File: src/rtl/move_query_arbiter.sv
// move_query_arbiter: shares one combinational maze lookup (valid_moves)
// between Pac-Man (requester 0) and the ghosts (requesters 1..NUM_REQ-1).
// A Start tick snapshots every sprite position. Each enabled requester is
// then presented to the lookup in turn, and its 4-bit direction result is
// captured into a per-requester table.
// Optional build macro: MOVE_ARB_OVERRUN_EN. When it is defined, a Start
// that arrives while Busy is high sets the sticky Overrun flag.
// Query address timing: the address registers load on the clock edge that
// enters an index. The lookup result is sampled on the edge that leaves
// CAPTURE. Each enabled index therefore costs SETTLE+1 cycles. With
// SETTLE=0 an enabled index goes straight into CAPTURE.
module move_query_arbiter #(
  parameter int NUM_REQ = 5,
  parameter int SETTLE  = 1
) (
  input  logic                    Clk,
  input  logic                    Reset,
  input  logic                    Start,
  input  logic [NUM_REQ-1:0]      Req_En,
  input  logic [10*NUM_REQ-1:0]   Pos_X_In,
  input  logic [10*NUM_REQ-1:0]   Pos_Y_In,
  output logic [9:0]              Query_X,
  output logic [9:0]              Query_Y,
  output logic                    Query_Is_Ghost,
  input  logic [3:0]              Query_Dir,
  output logic [4*NUM_REQ-1:0]    Dir_Out,
  output logic [NUM_REQ-1:0]      Dir_Valid,
  output logic                    Busy,
  output logic                    Done,
  output logic                    Overrun
);

  localparam int IW = (NUM_REQ > 1) ? $clog2(NUM_REQ) : 1;
  localparam logic [IW-1:0] LAST_IDX = IW'(NUM_REQ - 1);
  localparam logic [3:0] SETTLE_LAST = (SETTLE > 0) ? 4'(SETTLE - 1) : 4'd0;
  localparam bit NO_SETTLE = (SETTLE == 0);

  typedef enum logic [1:0] {IDLE, SCAN, CAPTURE, DONE} state_t;

  state_t                  state;
  logic [IW-1:0]           idx;
  logic [3:0]              settle_cnt;
  logic [10*NUM_REQ-1:0]   snap_x;
  logic [10*NUM_REQ-1:0]   snap_y;
  logic [NUM_REQ-1:0]      snap_en;
  logic [9:0]              qx_reg;
  logic [9:0]              qy_reg;
  logic                    qg_reg;
  logic [NUM_REQ-1:0]      valid_reg;
  logic                    busy_reg;
  logic                    done_reg;

  // Signals that describe how the FSM moves on from the current index.
  logic                    is_last;
  logic [IW-1:0]           adv_idx;
  logic                    adv_en;
  logic [9:0]              adv_x;
  logic [9:0]              adv_y;
  state_t                  adv_state;

  // Work out the next index, its snapshot, and the state that follows it.
  // The index saturates at the last requester, so every snapshot select
  // stays in range.
  always_comb begin
    is_last   = (idx == LAST_IDX);
    adv_idx   = is_last ? idx : idx + 1'b1;
    adv_en    = snap_en[adv_idx];
    adv_x     = snap_x[adv_idx*10 +: 10];
    adv_y     = snap_y[adv_idx*10 +: 10];
    adv_state = SCAN;
    if (is_last)
      adv_state = DONE;
    else if (NO_SETTLE && adv_en)
      adv_state = CAPTURE;
  end

  // Main sweep FSM. All outputs are registered.
  always_ff @(posedge Clk or posedge Reset) begin
    if (Reset) begin
      state      <= IDLE;
      idx        <= '0;
      settle_cnt <= '0;
      snap_x     <= '0;
      snap_y     <= '0;
      snap_en    <= '0;
      qx_reg     <= '0;
      qy_reg     <= '0;
      qg_reg     <= 1'b0;
      valid_reg  <= '0;
      busy_reg   <= 1'b0;
      done_reg   <= 1'b0;
    end else begin
      done_reg <= 1'b0;
      case (state)
        IDLE: begin
          if (Start) begin
            snap_x     <= Pos_X_In;
            snap_y     <= Pos_Y_In;
            snap_en    <= Req_En;
            valid_reg  <= '0;
            idx        <= '0;
            settle_cnt <= '0;
            busy_reg   <= 1'b1;
            // Requester 0 is presented straight from the live inputs,
            // because they are being snapshotted on this same edge.
            if (Req_En[0]) begin
              qx_reg <= Pos_X_In[9:0];
              qy_reg <= Pos_Y_In[9:0];
              qg_reg <= 1'b0;
            end
            state <= (NO_SETTLE && Req_En[0]) ? CAPTURE : SCAN;
          end
        end
        SCAN: begin
          if (!snap_en[idx]) begin
            // A disabled requester is skipped in one cycle. Its table entry
            // is left untouched.
            state <= adv_state;
            idx   <= adv_idx;
            if (!is_last && adv_en) begin
              qx_reg <= adv_x;
              qy_reg <= adv_y;
              qg_reg <= 1'b1;
            end
            if (is_last) done_reg <= 1'b1;
          end else if (settle_cnt == SETTLE_LAST) begin
            settle_cnt <= '0;
            state      <= CAPTURE;
          end else begin
            settle_cnt <= settle_cnt + 4'd1;
          end
        end
        CAPTURE: begin
          valid_reg[idx] <= 1'b1;
          state          <= adv_state;
          idx            <= adv_idx;
          if (!is_last && adv_en) begin
            qx_reg <= adv_x;
            qy_reg <= adv_y;
            qg_reg <= 1'b1;
          end
          if (is_last) done_reg <= 1'b1;
        end
        DONE: begin
          state    <= IDLE;
          busy_reg <= 1'b0;
        end
        default: state <= IDLE;
      endcase
    end
  end

  // Per-requester direction table, written while that index is in CAPTURE.
  generate
    for (genvar gi = 0; gi < NUM_REQ; gi++) begin : g_dir
      logic [3:0] dir_reg;

      // Capture the lookup result for requester gi.
      always_ff @(posedge Clk or posedge Reset) begin
        if (Reset)
          dir_reg <= 4'h0;
        else if (state == CAPTURE && idx == IW'(gi))
          dir_reg <= Query_Dir;
      end

      assign Dir_Out[4*gi +: 4] = dir_reg;
    end
  endgenerate

`ifdef MOVE_ARB_OVERRUN_EN
  logic overrun_reg;

  // Sticky flag: a Start was dropped because a sweep was still running.
  always_ff @(posedge Clk or posedge Reset) begin
    if (Reset)
      overrun_reg <= 1'b0;
    else if (Start && busy_reg)
      overrun_reg <= 1'b1;
  end

  assign Overrun = overrun_reg;
`else
  assign Overrun = 1'b0;
`endif

  assign Query_X        = qx_reg;
  assign Query_Y        = qy_reg;
  assign Query_Is_Ghost = qg_reg;
  assign Dir_Valid      = valid_reg;
  assign Busy           = busy_reg;
  assign Done           = done_reg;

endmodule

File: config.mk
export PLATFORM = sky130hd
export DESIGN_NAME = move_query_arbiter
export DESIGN_NICKNAME = d
export VERILOG_FILES = /design/src/rtl/move_query_arbiter.sv
export SDC_FILE = /design/constraint.sdc
export NUM_CORES = 1
export LEC_CHECK = 0
export ABC_CLOCK_PERIOD_IN_PS = 13500
export CAP_MARGIN = 20
export CORE_AREA = 5 5 120 235
export DETAILED_ROUTE_END_ITERATION = 10
export DIE_AREA = 0 0 125 240
export SETUP_SLACK_MARGIN = 0.05
export SYNTH_ARGS = -nofsm -noshare
export SYNTH_HDL_FRONTEND = slang
export SYNTH_SLANG_ARGS = --single-unit
File: constraint.sdc
create_clock -name Clk -period 13.5 [get_ports Clk]
set_input_delay 2.7 -clock Clk [delete_from_list [all_inputs] [get_ports Clk]]
set_output_delay 2.7 -clock Clk [all_outputs]
set_load 0.01 [all_outputs]
==> results list, run 1 <==
- Total routing resource utilization after global routing: 14.5%
- Total area of sequential cells: 4050 um2
* Worst-Skew Late Latency: 0.44 ns
- Post-CTS Hold Fix Bufs: 0
* Top Metal Used: met4
* Dominant cell type by area after synthesis: dfrtp_1
* Worst setup path class: input port to flip-flop
* Largest vdd supply drop: 0.104 mV
- Worst setup skew after layout: 0.00940 ns
- Routed length on met2: 12100 um
- Setup Fix Bufs, Post-CTS: 0
- The wire-length estimate of the detail-placed layout is 15100 um.
- In this design, the largest share of critical-path delay is due to buffers and inverters.
- Initial antenna violation count: 2
- Met1 wire length: 7840 um
- The number of buffers and inverters on the critical path is 2.
* Number of different library cells in the post-synthesis netlist: 53
- After the last flow step, the layout net total stands at 847.
- For this run, the leading register cell type out of synthesis is dfrtp_1.
- Via density per instance: 4.79
- Entering global routing, the biggest net connects 97 pins.
- In this run the power spent charging and discharging nets is 0.00101 W.
- Minimum setup slack in the final design: 8.61 ns
* Startpoint type of the worst setup path: input port
- Initial cell density of the core: 29.5%
- Setup tns final: 0 ns
- The detail route stage leaves a number of antenna-violating nets equal to 0.
- After detailed routing, the average wire length per cell comes to 19.8 um.
* Data required time at the worst endpoint: 13.87 ns
- Yosys top cell area share: 52.5%
- Number of register bits inferred by synthesis: 162
* Number of DRC violations after detailed routing: 0
- For this run, the number of Yosys warnings is 0.
- Overflow left after global routing: 0
- Worst EP arrival: 5.26 ns
* Number of I/O pins: 161
- Cell internal power was estimated by the tool at 0.00177 W.
- Gates resized during post-CTS repair numbered 0.
* Share of power burned in combinational logic: 50.8%
- Traced cell by cell, the critical path runs through clkdlybuf4s50_1 > nand2_4 > buf_4 > o21ai_0 > nand2_1 > o221ai_1 > o21ai_0.
- Slowest cell on the critical path: buf_4
* Kind of capture point of the worst setup path: flip-flop
* Maximum clock frequency: 0.204 GHz
- Wirelength, routed: 21500 um
* Post-synthesis instance total: 576
- Along the worst path, the maximum fanout reaches 84.
* First-pass GRT wire length: 33200 um
* Slew at the pin closest to its max-slew limit: 1.07 ns
- Class of the tightest hold or removal check: flip-flop to flip-flop
- Unrepaired setup endpoints after global routing: no
* Switching part of the total: 36.5%
- # port buffers: 159
* Max capacitance violation total: 0
* Crit path largest cell delay: 0.89 ns
- In this run the number of H-tree levels came out at 4.
* Number of buffers added by the clock tree synthesis step: 17
* Place WS: 8.08 ns
* Most repeated library cell on the critical path: o21ai_0
* Part of the power in the clock network: 17.8%
- After layout, the design draws a total of 0.00278 W.
- Number of sinks handled by clock tree synthesis: 162
* Setup violation total in the final timing report: 0
* Power Dens Cells: 272 nW/um2
* Die height: 240 um
- Routability-driven placement finished with a final weighted congestion of 0.792.
- The run finished with clean final reports.
* Static leakage power: 4.28 nW
* Router iterations before antenna repair: 4
- Summing all multi-input logic gate instances after layout gives 3450 um2.
- The area growth from synthesis to layout is 32.6%.
* Area of the core: 26200 um2
* Clock Tree Root: clkbuf_16
- Clock-pin slew was measured on the worst setup and hold paths at 0.07 ns.
- Top cells by area in the synthesized netlist: dfrtp_1, mux2_2, mux2i_1
- The die covers 30000 um2.
- The final-report hold violation count came to 0.
- Top library cells by usage in the layout, fill and taps aside: dfrtp_1, clkdlybuf4s50_1, mux2_2, mux2i_1, nand2_1
- Portion of total power attributed to sequential cells: 31.4%
- Cells with a size suffix above 1 make up 29.3% of the layout.
- The worst pin sits at a relative slew slack of 28.5%.
- Number of global-route vias before repair: 5808
- Of the synthesized area, sequential elements account for 52.5%.
- Period utilisation layout: 36.3%
* Min Tclk post-route: 4.89 ns
* Horizontal die dimension: 125 um
- TritonCTS built the clock tree.
- Syn Std Cell Area: 7720 um2
- Dividing the synthesized area by the synthesized cell count gives 13.4 um2.
- Fill cell total of the finished layout: 2518
- Detailed routing placed a total of 739 um of wire on met3.
- Pins over their slew limit: 0
- Placement row count: 84
- Detailed Route Iter0 Violations: 183
- Leading cell type in the layout, fill and taps excluded: dfrtp_1
* Post-synth ARST share: 100%
* Synthesized netlist net count: 699
- Counting flops with a built-in enable in the synthesized netlist gives 0.
- The longest clock path from root to sink contains 2 buffers.
- The routed layout has 5188 vias.
-- through the flow --
stage / cell area [um2] / utilization, % / hold WS (ns) / cells
CTS: 10200 / 39.1 / 0.507 / 1081
global placement: 9640 / 36.8 / 0.484 / 1049
finish: 10200 / 39.1 / 0.503 / 1083
floorplan: 7720 / - / 0.474 / 576
detailed placement: 9640 / 36.8 / 0.489 / 1049
global route: 10200 / 39.1 / 0.514 / 1083
-- power groups by stage --
stage | Sequential (W) | Clock [W] | Combinational, W
2_1_floorplan | 0.000864 | 0 | 0.000996
3_3_place_gp | 0.000876 | 0 | 0.00141
3_5_place_dp | 0.000883 | 0 | 0.00143
4_1_cts | 0.000875 | 0.000512 | 0.00144
5_1_grt | 0.000902 | 0.000528 | 0.00153
6_report | 0.000873 | 0.000494 | 0.00141
-- Yosys cell counts (8+ instances only) --
cell	number
dfrtp_1	162
mux2_2	145
mux2i_1	37
nand2_1	32
clkbuf_1	24
mux2_4	20
inv_1	13
o221ai_1	13
a31oi_1	12
ha_1	11
nand3b_1	9
nor2_1	9
nor4_1	9
o211ai_1	8
o21ai_0	8
-- layout make-up --
cell class | instances | area share (%)
multi-input combinational | 364 | 33.7
sequential | 162 | 39.6
timing repair buffer | 166 | 16.1
antenna | 2 | 0.0489
inverter | 13 | 0.526
clock inverter | 15 | 1.66
clock buffer | 17 | 4.16
tap | 344 | 4.20
-- routing by layer --
metal | GRT usage [%] | vias up
met5 | 0 | -
met4 | 7.57 | 0
met3 | 2.85 | 35
met2 | 27.3 | 122
met1 | 15.2 | 2621
li1 | - | 2410
-- final timing paths --
path	to	start	cells past startpoint	slack (ns)
max	settle_cnt[2]$_DFFE_PP0P_	Start	7	8.61
min	snap_y[33]$_DFFE_PP0P_	snap_y[33]$_DFFE_PP0P_	1	0.50
max reg2reg	Query_Y[3]$_DFFE_PP0P_	idx[1]$_DFFE_PP0P_	8	10.24
min reg2reg	snap_y[33]$_DFFE_PP0P_	snap_y[33]$_DFFE_PP0P_	1	0.50
max in group asynchronous	snap_y[38]$_DFFE_PP0P_	Reset	3	9.23
min in group asynchronous	snap_x[48]$_DFFE_PP0P_	Reset	2	2.79
-- logic make-up (layout without fill, tap and decap cells) --
family / after synthesis / count (layout) / synth area share [%]
mux: 203 / 203 / 30.1
flops: 162 / 162 / 52.5
simple gates: 81 / 81 / 5.43
compound gates: 66 / 66 / 6.79
buf+inv: 50 / 211 / 2.95
fa+ha+maj: 11 / 11 / 1.78
xor+xnor: 2 / 2 / 0.324
other cells: 1 / 3 / 0.0486
(Power assumes the default switching activity.)
==> run 2: changes to the inputs <==
ABC_CLOCK_PERIOD_IN_PS = 4100   (was 13500)
clock period = 4.1 ns   (was 13.5 ns; I/O delays follow)
==> results list, run 2 (synthesis results as in run 1) <==
- The total global routing track utilization is 14.4% (was 14.5%).
- Number of global-route vias before repair: 5630 (was 5808)
- # port buffers: 159 (unchanged)
- The total die area is 30000 um2 (unchanged).
- The commonest non-fill, non-tap cell in the layout is dfrtp_1 (unchanged).
* Unrepaired setup endpoints after global routing: no (unchanged)
- Clock Tree Root: clkbuf_16 (unchanged)
* Clock tree buffer depth: 2 (unchanged)
- The worst setup skew after layout is 0.00982 ns (was 0.00940 ns).
- The floorplan row count was 84 (unchanged).
- The clock latency on the worst-skew pair came to 0.44 ns (about the same).
- The average wire per standard cell is 19.6 um (was 19.8 um).
* Maximum clock frequency: 0.320 GHz
- Half-perimeter wire length after placement: 15600 um (was 15100 um)
- The clock-pin slew of the registers on the worst-case setup and hold paths came to 0.06 ns (was 0.07 ns).
* Via density per instance: 4.77 (was 4.79)
* Top library cells by usage in the layout, fill and taps aside: dfrtp_1, clkdlybuf4s50_1, mux2_2, mux2i_1, nand2_1 (unchanged)
* Ratio of cells with drive above 1 in the final layout: 29.5% (was 29.3%)
- Outcome: completed (unchanged)
- Tightest slew margin relative to the limit: 36.8% (was 28.5%)
- The setup-violating endpoint count in the final report is 0 (unchanged).
- Area growth from synthesis to final layout: 33.7% (was 32.6%)
- The number of H-tree levels is 4 (unchanged).
- The number of buffers inserted by post-CTS setup repair came to 0 (unchanged).
- The DRC violation count after routing came to 0 (unchanged).
- Hold Violations, Final: 0 (unchanged)
- Slew at the pin closest to its max-slew limit: 0.943 ns (was 1.07 ns)
- Largest vdd supply drop: 0.450 mV (was 0.104 mV)
* Remaining number of nets flagged by the antenna check after routing: 0 (unchanged)
* Detailed Route Iter0 Violations: 191 (was 183)
* First-pass GRT wire length: 32700 um (was 33200 um)
- The count of hold-fix buffers inserted at cts was 0 (unchanged).
- Maximum number of pins on one net before global-route repair: 93 (was 97)
- The total number of nets in the final design was 850 (was 847).
- Crit path largest cell delay: 0.58 ns (was 0.89 ns)
- The smallest hold slack came to 0.502 ns (was 0.503 ns).
- Class of the tightest hold or removal check: flip-flop to flip-flop (unchanged)
* Startpoint type of the worst setup path: flip-flop (was input port)
* Initial cell density of the core: 29.5% (unchanged)
- Number of I/O pins: 161 (unchanged)
- The setup TNS was 0 ns (unchanged).
- After layout, the worst path uses 76.2% of the clock period.
- The number of antenna violations at the first check in global routing came to 3 (was 2).
- The data arrival at the endpoint of the critical path came to 3.44 ns (was 5.26 ns).
- Number of instances resized during post-cts repair: 0 (unchanged)
- The leakage power summed over all cells was 4.31 nW (was 4.28 nW).
- Router iterations before antenna repair: 4 (unchanged)
- The cell area power density was 892 nW/um2 (was 272 nW/um2).
- The total via count after detailed routing was 5175 (was 5188).
* Slowest cell on the critical path: dfrtp_1 (was buf_4)
- The worst-path maximum fanout was 20 (was 84).
- The CTS tree is done (unchanged).
- The required time reported for the critical path endpoint is 4.41 ns (was 13.87 ns).
- Util after Layout: 39.4% (was 39.1%)
- Horizontal die dimension: 125 um (unchanged)
* Total chip power: 0.00921 W (was 0.00278 W)
* Final weighted congestion in routability-driven placement: 0.771 (was 0.792)
* Overflow left after global routing: 0 (unchanged)
- Kind of capture point of the worst setup path: flip-flop (unchanged)
- Min Tclk post-route: 3.12 ns
- Area of the core: 26200 um2 (unchanged)
- The number of maximum-capacitance constraint violations was 0 (unchanged).
- Die height: 240 um (unchanged)
- Number of sinks handled by clock tree synthesis: 162 (unchanged)
- The total CTS buffers came to 17 (unchanged).
- The path type of the worst setup path is flip-flop to flip-flop (was input port to flip-flop).
* Cells along the critical path: inv_1 > ha_1 > mux4_2 > and3_1 > a41oi_2 > a2111oi_4 > buf_4 > mux2_4 (was clkdlybuf4s50_1 > nand2_4 > buf_4 > o21ai_0 > nand2_1 > o221ai_1 > o21ai_0)
- The total wire length came to 21300 um (was 21500 um).
* Pins over their slew limit: 0 (unchanged)
-- run 2: cell count changes in the layout (fill, tap and decap cells not counted) --
cell        delta
inv_8          -1
inv_6          -5
clkbuf_8       +1
buf_12         +3
clkinvlp_4     +3
clkinv_2       +2
bufinv_16      +2
clkinv_4       -3
-- run 2: cell type report --
cell class,count,area (um2)
Clock buffer,18,439
Multi-Input combinational cell,364,3450
Fill cell,2517,15800
Clock inverter,13,183
Antenna cell,2,5.00
Timing Repair Buffer,169,1700
Inverter,13,52.6
Sequential cell,162,4050
Tap cell,344,430
-- run 2: critical path: cells and delay by family, from the launching register on --
kind	cells	cell delay, ns
simple gates	1	0.20
mux	2	0.90
buf+inv	2	0.45
compound gates	2	0.34
flops	1	0.58
fa+ha+maj	1	0.51
-- run 2: final timing paths --
kind                                        start                     end  slack, ns  cells past startpoint
setup / recovery               idx[1]$_DFFE_PP0P_  Query_X[4]$_DFFE_PP0P_       0.98                      8
hold / removal             snap_y[36]$_DFFE_PP0P_  snap_y[36]$_DFFE_PP0P_       0.50                      1
setup reg to reg               idx[1]$_DFFE_PP0P_  Query_X[4]$_DFFE_PP0P_       0.98                      8
hold reg to reg            snap_y[36]$_DFFE_PP0P_  snap_y[36]$_DFFE_PP0P_       0.50                      1
max in group asynchronous                   Reset  snap_y[43]$_DFFE_PP0P_       2.55                      3
min in group asynchronous                   Reset  snap_x[39]$_DFFE_PP0P_       0.71                      2
-- run 2: power by group --
part | switching [W] | internal, W | total, W
logic | 0.00210 | 0.00251 | 0.00461
registers | 0.000496 | 0.00241 | 0.00291
clock network | 0.000668 | 0.00103 | 0.00170
-- run 2: per-stage QoR --
stage | instance area (um2) | instances | setup WS, ns
global placement | 9690 | 1052 | 1.01
global route | 10300 | 1085 | 0.785
CTS | 10300 | 1083 | 0.947
finish | 10300 | 1085 | 0.977
detailed placement | 9690 | 1052 | 0.961
floorplan | 7720 | 576 | 1.22
-- run 2: per-layer routing --
metal  share of wire, %  wire length (um)  up-vias  GRT usage (%)
met5              0.061                13        -              0
met4                3.1               650        2           6.88
met3                2.9               610       32           3.47
met2                 56             12000       95           26.7
met1                 38              7980     2624           15.1
li1                   -                 -     2422              -
